<file path="config.mk">
export PLATFORM = sky130hd
export DESIGN_NAME = euros_para_centimos
export DESIGN_NICKNAME = d
export VERILOG_FILES = /design/src/rtl/euros_para_centimos.sv
export SDC_FILE = /design/constraint.sdc
export NUM_CORES = 1
export LEC_CHECK = 0
export BUFFER_PORTS_ARGS = -buffer_cell sky130_fd_sc_hd__buf_4
export CAP_MARGIN = 20
export CORE_ASPECT_RATIO = 1.5
export CORE_MARGIN = 2
export CORE_UTILIZATION = 34
export CTS_BUF_LIST = sky130_fd_sc_hd__clkbuf_4 sky130_fd_sc_hd__clkbuf_8 sky130_fd_sc_hd__clkbuf_16
export CTS_CLUSTER_SIZE = 8
export DETAILED_ROUTE_END_ITERATION = 10
export GPL_TIMING_DRIVEN = 0
export PLACE_DENSITY = 0.49
export SETUP_SLACK_MARGIN = 0.2
export SKIP_LAST_GASP = 1
export SYNTH_ARGS = -nofsm -noshare
export SYNTH_HDL_FRONTEND = slang
export SYNTH_SLANG_ARGS = --single-unit
</file>
<file path="constraint.sdc">
create_clock -name clk -period 7.61 [get_ports clk]
set_input_delay 0.3805 -clock clk [delete_from_list [all_inputs] [get_ports clk]]
set_output_delay 0.3805 -clock clk [all_outputs]
set_load 0.05 [all_outputs]
</file>
<file path="src/rtl/euros_para_centimos.sv">
// euros_para_centimos: converts whole euros + cents into total centimos using sequential shift-add.
// Define SATURATE_EN to clamp an overflowing result to 2^WIDTH-1 instead of wrapping it.
module euros_para_centimos #(
    parameter int WIDTH          = 10,
    parameter int CENTS_PER_EURO = 100
) (
    input  logic             clk,
    input  logic             rst_n,
    input  logic             start,
    input  logic [WIDTH-1:0] eurosinteiros,
    input  logic [WIDTH-1:0] eurosfracao,
    output logic [WIDTH-1:0] centimos,
    output logic             busy,
    output logic             done,
    output logic             overflow,
    output logic             err_fracao
);
    localparam int AW = WIDTH + 8;
    localparam int IW = $clog2(WIDTH);
    localparam logic [WIDTH-1:0] CPE_W = WIDTH'(CENTS_PER_EURO);
    localparam logic [AW-1:0] CPE_A = AW'(CENTS_PER_EURO);
    localparam logic [AW-1:0] MAX_A = {{8{1'b0}}, {WIDTH{1'b1}}};

    typedef enum logic [1:0] {IDLE, CHECK, MUL, SUM} state_t;

    state_t state, state_n;
    logic [WIDTH-1:0] ei, ei_n, ef, ef_n, cent_n;
    logic [AW-1:0] acc, acc_n, sum;
    logic [IW-1:0] idx, idx_n;
    logic ovf_n, err_n, done_n;

    always_ff @(posedge clk or negedge rst_n) begin
        if (!rst_n) begin
            state      <= IDLE;
            ei         <= '0;
            ef         <= '0;
            acc        <= '0;
            idx        <= '0;
            centimos   <= '0;
            busy       <= 1'b0;
            done       <= 1'b0;
            overflow   <= 1'b0;
            err_fracao <= 1'b0;
        end else begin
            state      <= state_n;
            ei         <= ei_n;
            ef         <= ef_n;
            acc        <= acc_n;
            idx        <= idx_n;
            centimos   <= cent_n;
            busy       <= state_n != IDLE;
            done       <= done_n;
            overflow   <= ovf_n;
            err_fracao <= err_n;
        end
    end

    assign sum = acc + {8'b0, ef};

    always_comb begin
        state_n = state;
        ei_n    = ei;
        ef_n    = ef;
        acc_n   = acc;
        idx_n   = idx;
        cent_n  = centimos;
        ovf_n   = overflow;
        err_n   = err_fracao;
        done_n  = 1'b0;
        case (state)
            IDLE: if (start) begin
                ei_n    = eurosinteiros;
                ef_n    = eurosfracao;
                acc_n   = '0;
                idx_n   = '0;
                state_n = CHECK;
            end
            CHECK: if (ef >= CPE_W) begin
                cent_n  = '0;
                err_n   = 1'b1;
                ovf_n   = 1'b0;
                done_n  = 1'b1;
                state_n = IDLE;
            end else begin
                state_n = MUL;
            end
            MUL: begin
                acc_n   = ei[idx] ? acc + (CPE_A << idx) : acc;
                idx_n   = idx + 1'b1;
                state_n = (idx == IW'(WIDTH - 1)) ? SUM : MUL;
            end
            default: begin
                ovf_n   = sum > MAX_A;
`ifdef SATURATE_EN
                cent_n  = (sum > MAX_A) ? {WIDTH{1'b1}} : sum[WIDTH-1:0];
`else
                cent_n  = sum[WIDTH-1:0];
`endif
                err_n   = 1'b0;
                done_n  = 1'b1;
                state_n = IDLE;
            end
        endcase
    end
endmodule

</file>
# --- Word-level counts from Yosys, hierarchy flattened ---
# Cells that the tools add are included.
op_classes:
  add_sub_neg: 3
  order_cmp: 3
  eq_ne: 6
  shifts: 1
  muxes: 19
  bitwise_logic: 1
  n_reduce_logical: 8
ops:
  columns: ["op", "n"]
  rows:
  - ["$mux 18", 2]
  - ["$pmux 18 s2", 1]
  - ["$pmux 10 s2", 1]
  - ["$add 18x10->18", 1]
  - ["$add 18x18->18", 1]
  - ["$gt 18x10->1 const B", 1]
  - ["$shl 7x4->18 const A", 1]
  - ["$ge 10x7->1 const B", 1]
  - ["$mux 10", 1]
  - ["$pmux 4 s2", 1]
  - ["$ne 2x2->1 const B", 3]
  - ["$pmux 1 s2", 3]
  - ["$pmux 2 s3", 1]
  - ["$reduce_and 2->1", 3]
  - ["$lt 4x5->1 const B", 1]
  - ["$mux 1", 5]
  - ["$add 4x1->4 const B", 1]
  - ["$bmux 1 s4", 1]
  - ["$eq 4x4->1 const B", 1]
  - ["$mux 2", 2]
  - ["$mux 4", 1]
  - ["$reduce_bool 2->1", 2]
  - ["$reduce_and 3->1", 1]
  - ["$eq 2x1->1 const B", 1]
  - ["4 further kinds", 4]
word_totals:
  register_bits: 58
  input_bits: 23
  out_inout_bits: 14
  wordCells: 51

# --- Logic depth before layout (Yosys ltp) ---
depth:
  ltp_word: 4
  mapped_depth: 13
  mapped_depth_nobuf: 12

# --- Worst setup path after synthesis ---
# Ideal clock, no wire load.
synth_path:
  kind: "flip-flop to flip-flop"
  start: "register idx[1]"
  end: "register acc[17]"
  setup_ns: 0.124
  arrival_time_ns: 2.937
  required_time_ns: 7.486
  slack_ns: 4.549
  path_stages_with_launch: 13
  path_buffers: 2
  synth_period_minus_slack_ns: 3.061
  cell_sequence: "dfrtp_1 > clkbuf_1 > inv_1 > ha_1 > a22o_1 > ha_1 > buf_2 > a21oi_1 > and2_1 > o221a_2 > and3_1 > o311a_1 > a211o_1"
synth_between:
  elab_chain_cells: 4
  elab_cells_between_ends: 8
synth_rtl:
  columns: ["item", "line", "rtl"]
  rows:
  - ["start: declaration", "29", "logic [IW-1:0] idx, idx_n;"]
  - ["start signal: assignment", "49", "idx <= idx_n;"]
  - ["$shl 7x4->18 or $bmux 1 s4 (tied branches)", "88", "acc_n = ei[idx] ? acc + (CPE_A << idx) : acc;"]
  - ["$add 18x18->18 or $mux 1 (tied branches)", "88", null]
  - ["$mux 18 or $ne 2x2->1 (tied branches)", null, null]
  - ["$pmux 18 s2 or $reduce_and 3->1 (tied branches)", null, null]
  - ["end signal: assignment", "48", "acc <= acc_n;"]
  - ["end: declaration", "28", "logic [AW-1:0] acc, acc_n, sum;"]
# Several ways; a longest one is shown, not always the timed one. The select of a mux whose other input is x is not followed.
# A chain may end at the register's enable or synchronous reset.

# --- Worst setup path in the final report ---
# Ends and elaborated chain as after synthesis.

==> impl_metrics.tcl <==
set metrics [dict create \
    die_w_um 87.5 \
    first_iter_violations 120 \
    fillCellCount 1060 \
    rows 45 \
    dieArea_um2 11300 \
    clock_latency_ps 300 \
    synth_top_area_share_pct 39.4 \
    crit_path_end_kind "flop" \
    htree_levels 2 \
    seq_area_frac_synth_pct 39.4 \
    grt_max_degree 57 \
    portBuffers 36 \
    worstSetupStartpointType "flop" \
    grt_pass1_wl_um 14700 \
    dr.pass1.iters 4 \
    syn-instance-count 355 \
    coreArea_um2 10100 \
    leakage_nw 1.93 \
    intPower_mw 0.840 \
    synth_edf_count 0 \
    worstPathRequired_ps 7800 \
    grt_pass1_vias 2912 \
    layout.nets 450 \
    chipHeight_um 129 \
    synth_commonest_cells "56 x dfrtp_1, 28 x ha_1, 22 x a22o_1, 22 x nand2_1" \
    netSwitchingFraction_pct 42.7 \
    slowest_delay_ps 370 \
    cp.arrival_ps 3630 \
    slowest_stage "dfrtp_1" \
    routed_via_density 5.51 \
    yosysMostFrequentCell "dfrtp_1" \
    cts_root_buf "clkbuf_16" \
    hold_class "input pin to async pin" \
    status "finished, final reports clean" \
    syn_area_um2 3560 \
    grtUsageTotal_pct 16.5 \
    yosysUniqueCellTypes 55 \
    worst_pin_slew_ps 844 \
    ant_nets 0 \
    boundaryPins 37 \
    r2r_start "idx[1]" \
    clock.fmax_mhz 290 \
    wirelength_um 8590 \
    min_period_over_period_pct 45.3 \
    cpMostUsedCell "ha_1" \
    slew_violations 0 \
    hold_ws_ps 116 \
    post-route-drc-count 0 \
    post_cts_buffers 0 \
    seq_power_share_pct 32.5 \
    cp_max_fo 9 \
    antenna_found_initial 0 \
    cap_violations 0 \
    routedWlPerCell_um 16.7 \
    gp_congestion 0.816 \
    r2r-end "acc[17]" \
    clk_pin_slew_ps 80 \
    yosysTopAreaCell "dfrtp_1" \
    overflow 0 \
    critical_path_class "flop to flop" \
    place_inst 508 \
    yosys_register_bits 56 \
    num_vias 2841 \
    fin_cells 516 \
    ys_async_sr_fraction_pct 100 \
    peakVddDrop_v 0.000182 \
    avgSynthCellArea_um2 10.0 \
    p_per_area_nw_per_um2 356 \
    cts_hold_buf 0 \
    setup-violations-final 0 \
    start_util_pct 35.1 \
    fin_crit_ps 3440 \
    clockPowerShare_pct 16.5 \
    area_delta_synth_final_pct 15.8 \
    rsz0062_at_grt "no" \
    crit_chain "clkbuf_1 > inv_1 > ha_1 > a22o_1 > ha_1 > buf_2 > a21oi_1 > and2_1 > o221a_2 > and3_1 > o311a_1 > a211o_1" \
    num_antenna_cells 0 \
    p_sw_mw 0.626 \
    dp.final_hpwl_um 6660 \
    slew_headroom_pct 43.8 \
    clkSinkCount 56 \
    hold_violations 0 \
    syn-num-nets 407 \
    synth_flop_cell "dfrtp_1" \
    skew_ps 8.83 \
    cp-endpoint "acc[17]" \
    regToRegSetupSlack_ps 4170 \
    finalSetupTns_ps 0 \
    synthTopCellsByArea "dfrtp_1 39%, ha_1 9.8%, mux2_2 6.3%" \
    cts_tree "yes" \
    r2r_cells 12 \
    cts_made_buffers 5 \
    drive_above_1_share_pct 20.3 \
    clock_path_buffers 2 \
    yosysWarnings 0 \
    p_comb_share_pct 51.0 \
    startpoint "idx[1]" \
    cts_resized 0 \
]
cell families (layout without fill, tap and decap cells):
logic type                 Yosys count  after routing  synth area share [%]
DFF                                 56             56                  39.4
adders and majority gates           29             29                  10.4
muxes                               27             27                  9.00
and+or+nand+nor                     93             93                  13.2
xor gates and xnor gates            14             14                  3.45
buffers and inverters               31             75                  3.55
AOI/OAI and AO/OA                  105            105                  21.0
worst min path at each step:
stage,cells past startpoint,slack [ps],end
after global routing,1,200,ef[6]
after global placement,2,470,centimos[6]
after CTS,1,160,ef[2]
after detailed placement,1,490,ef[2]
final,1,120,ef[1]
after floorplan,0,80,acc[10]
per-stage QoR:
stage | utilization [%] | setup slack, ps | cell area [um^2] | power (mW)
2_1_floorplan | - | 4550 | 3560 | 1.03
3_3_place_gp | 39.2 | 4230 | 3980 | 1.23
3_5_place_dp | 39.2 | 4170 | 3980 | 1.24
4_1_cts | 40.7 | 4180 | 4120 | 1.49
5_1_grt | 40.7 | 3920 | 4120 | 1.58
6_report | 40.7 | 4170 | 4120 | 1.47
worst max-delay path, delay by kind of cell (launching register included):
family	cells	cell delay (ps)
and+or+nand+nor	2	390
DFF	1	370
adders and majority gates	2	630
AOI/OAI and AO/OA	5	1250
buffers and inverters	3	700
per-layer routing:
layer | part of all wire, % | up-vias | global-route usage [%] | wire length (um)
met3 | 1.9 | 8 | 2.17 | 163
met1 | 42 | 1395 | 20.1 | 3650
met2 | 54 | 36 | 29.5 | 4650
met5 | 0 | - | 0 | 0
li1 | - | 1402 | - | -
met4 | 1.6 | 0 | 5.52 | 136
cell type report:
type                            instances  area, um^2  share of cell area (%)
Inverter                               14        52.6                    1.28
Sequential cell                        56        1400                    34.0
Clock inverter                          2        13.8                   0.334
Buffer                                 17        73.8                    1.79
Timing Repair Buffer                   36         270                    6.56
Tap cell                              117         146                    3.55
Multi-Input combinational cell        268        2030                    49.3
Clock buffer                            6         133                    3.22
state kept, by name, indices dropped and copies added, names as in the netlist:
name,cells
centimos,10
ef,10
idx,4
done,1
ei,10
busy,1
err_fracao,1
overflow,1
acc,16
state,2
layout by cell type, fill, tap and decap left out, types with 3 or more instances in the layout:
| cell type | count |
|---|---|
| a21o_1 | 6 |
| and3_1 | 3 |
| nor2b_1 | 3 |
| ha_1 | 28 |
| xnor2_1 | 9 |
| clkbuf_16 | 5 |
| nor2_1 | 20 |
| a32o_1 | 3 |
| a21oi_1 | 18 |
| or3_1 | 3 |
| a22o_1 | 22 |
| nand4_1 | 3 |
| mux2i_1 | 5 |
| o21ai_1 | 10 |
| inv_1 | 13 |
| o21ai_0 | 15 |
| nor3_1 | 5 |
| nand2b_1 | 10 |
| nand3_1 | 8 |
| dfrtp_1 | 56 |
| nand2_1 | 22 |
| buf_4 | 36 |
| clkbuf_1 | 8 |
| mux2_2 | 20 |
| xor2_1 | 5 |
| and2_1 | 7 |
| a31oi_1 | 3 |
| buf_2 | 8 |
| o211ai_1 | 5 |
power by group through the flow:
stage	logic (mW)	clock network, mW	registers, mW
after floorplan	0.464	0	0.568
after global placement	0.749	0	0.483
after detailed placement	0.757	0	0.487
after CTS	0.760	0.250	0.481
after global routing	0.834	0.257	0.494
final	0.748	0.241	0.477
(Power assumes the default switching activity.)
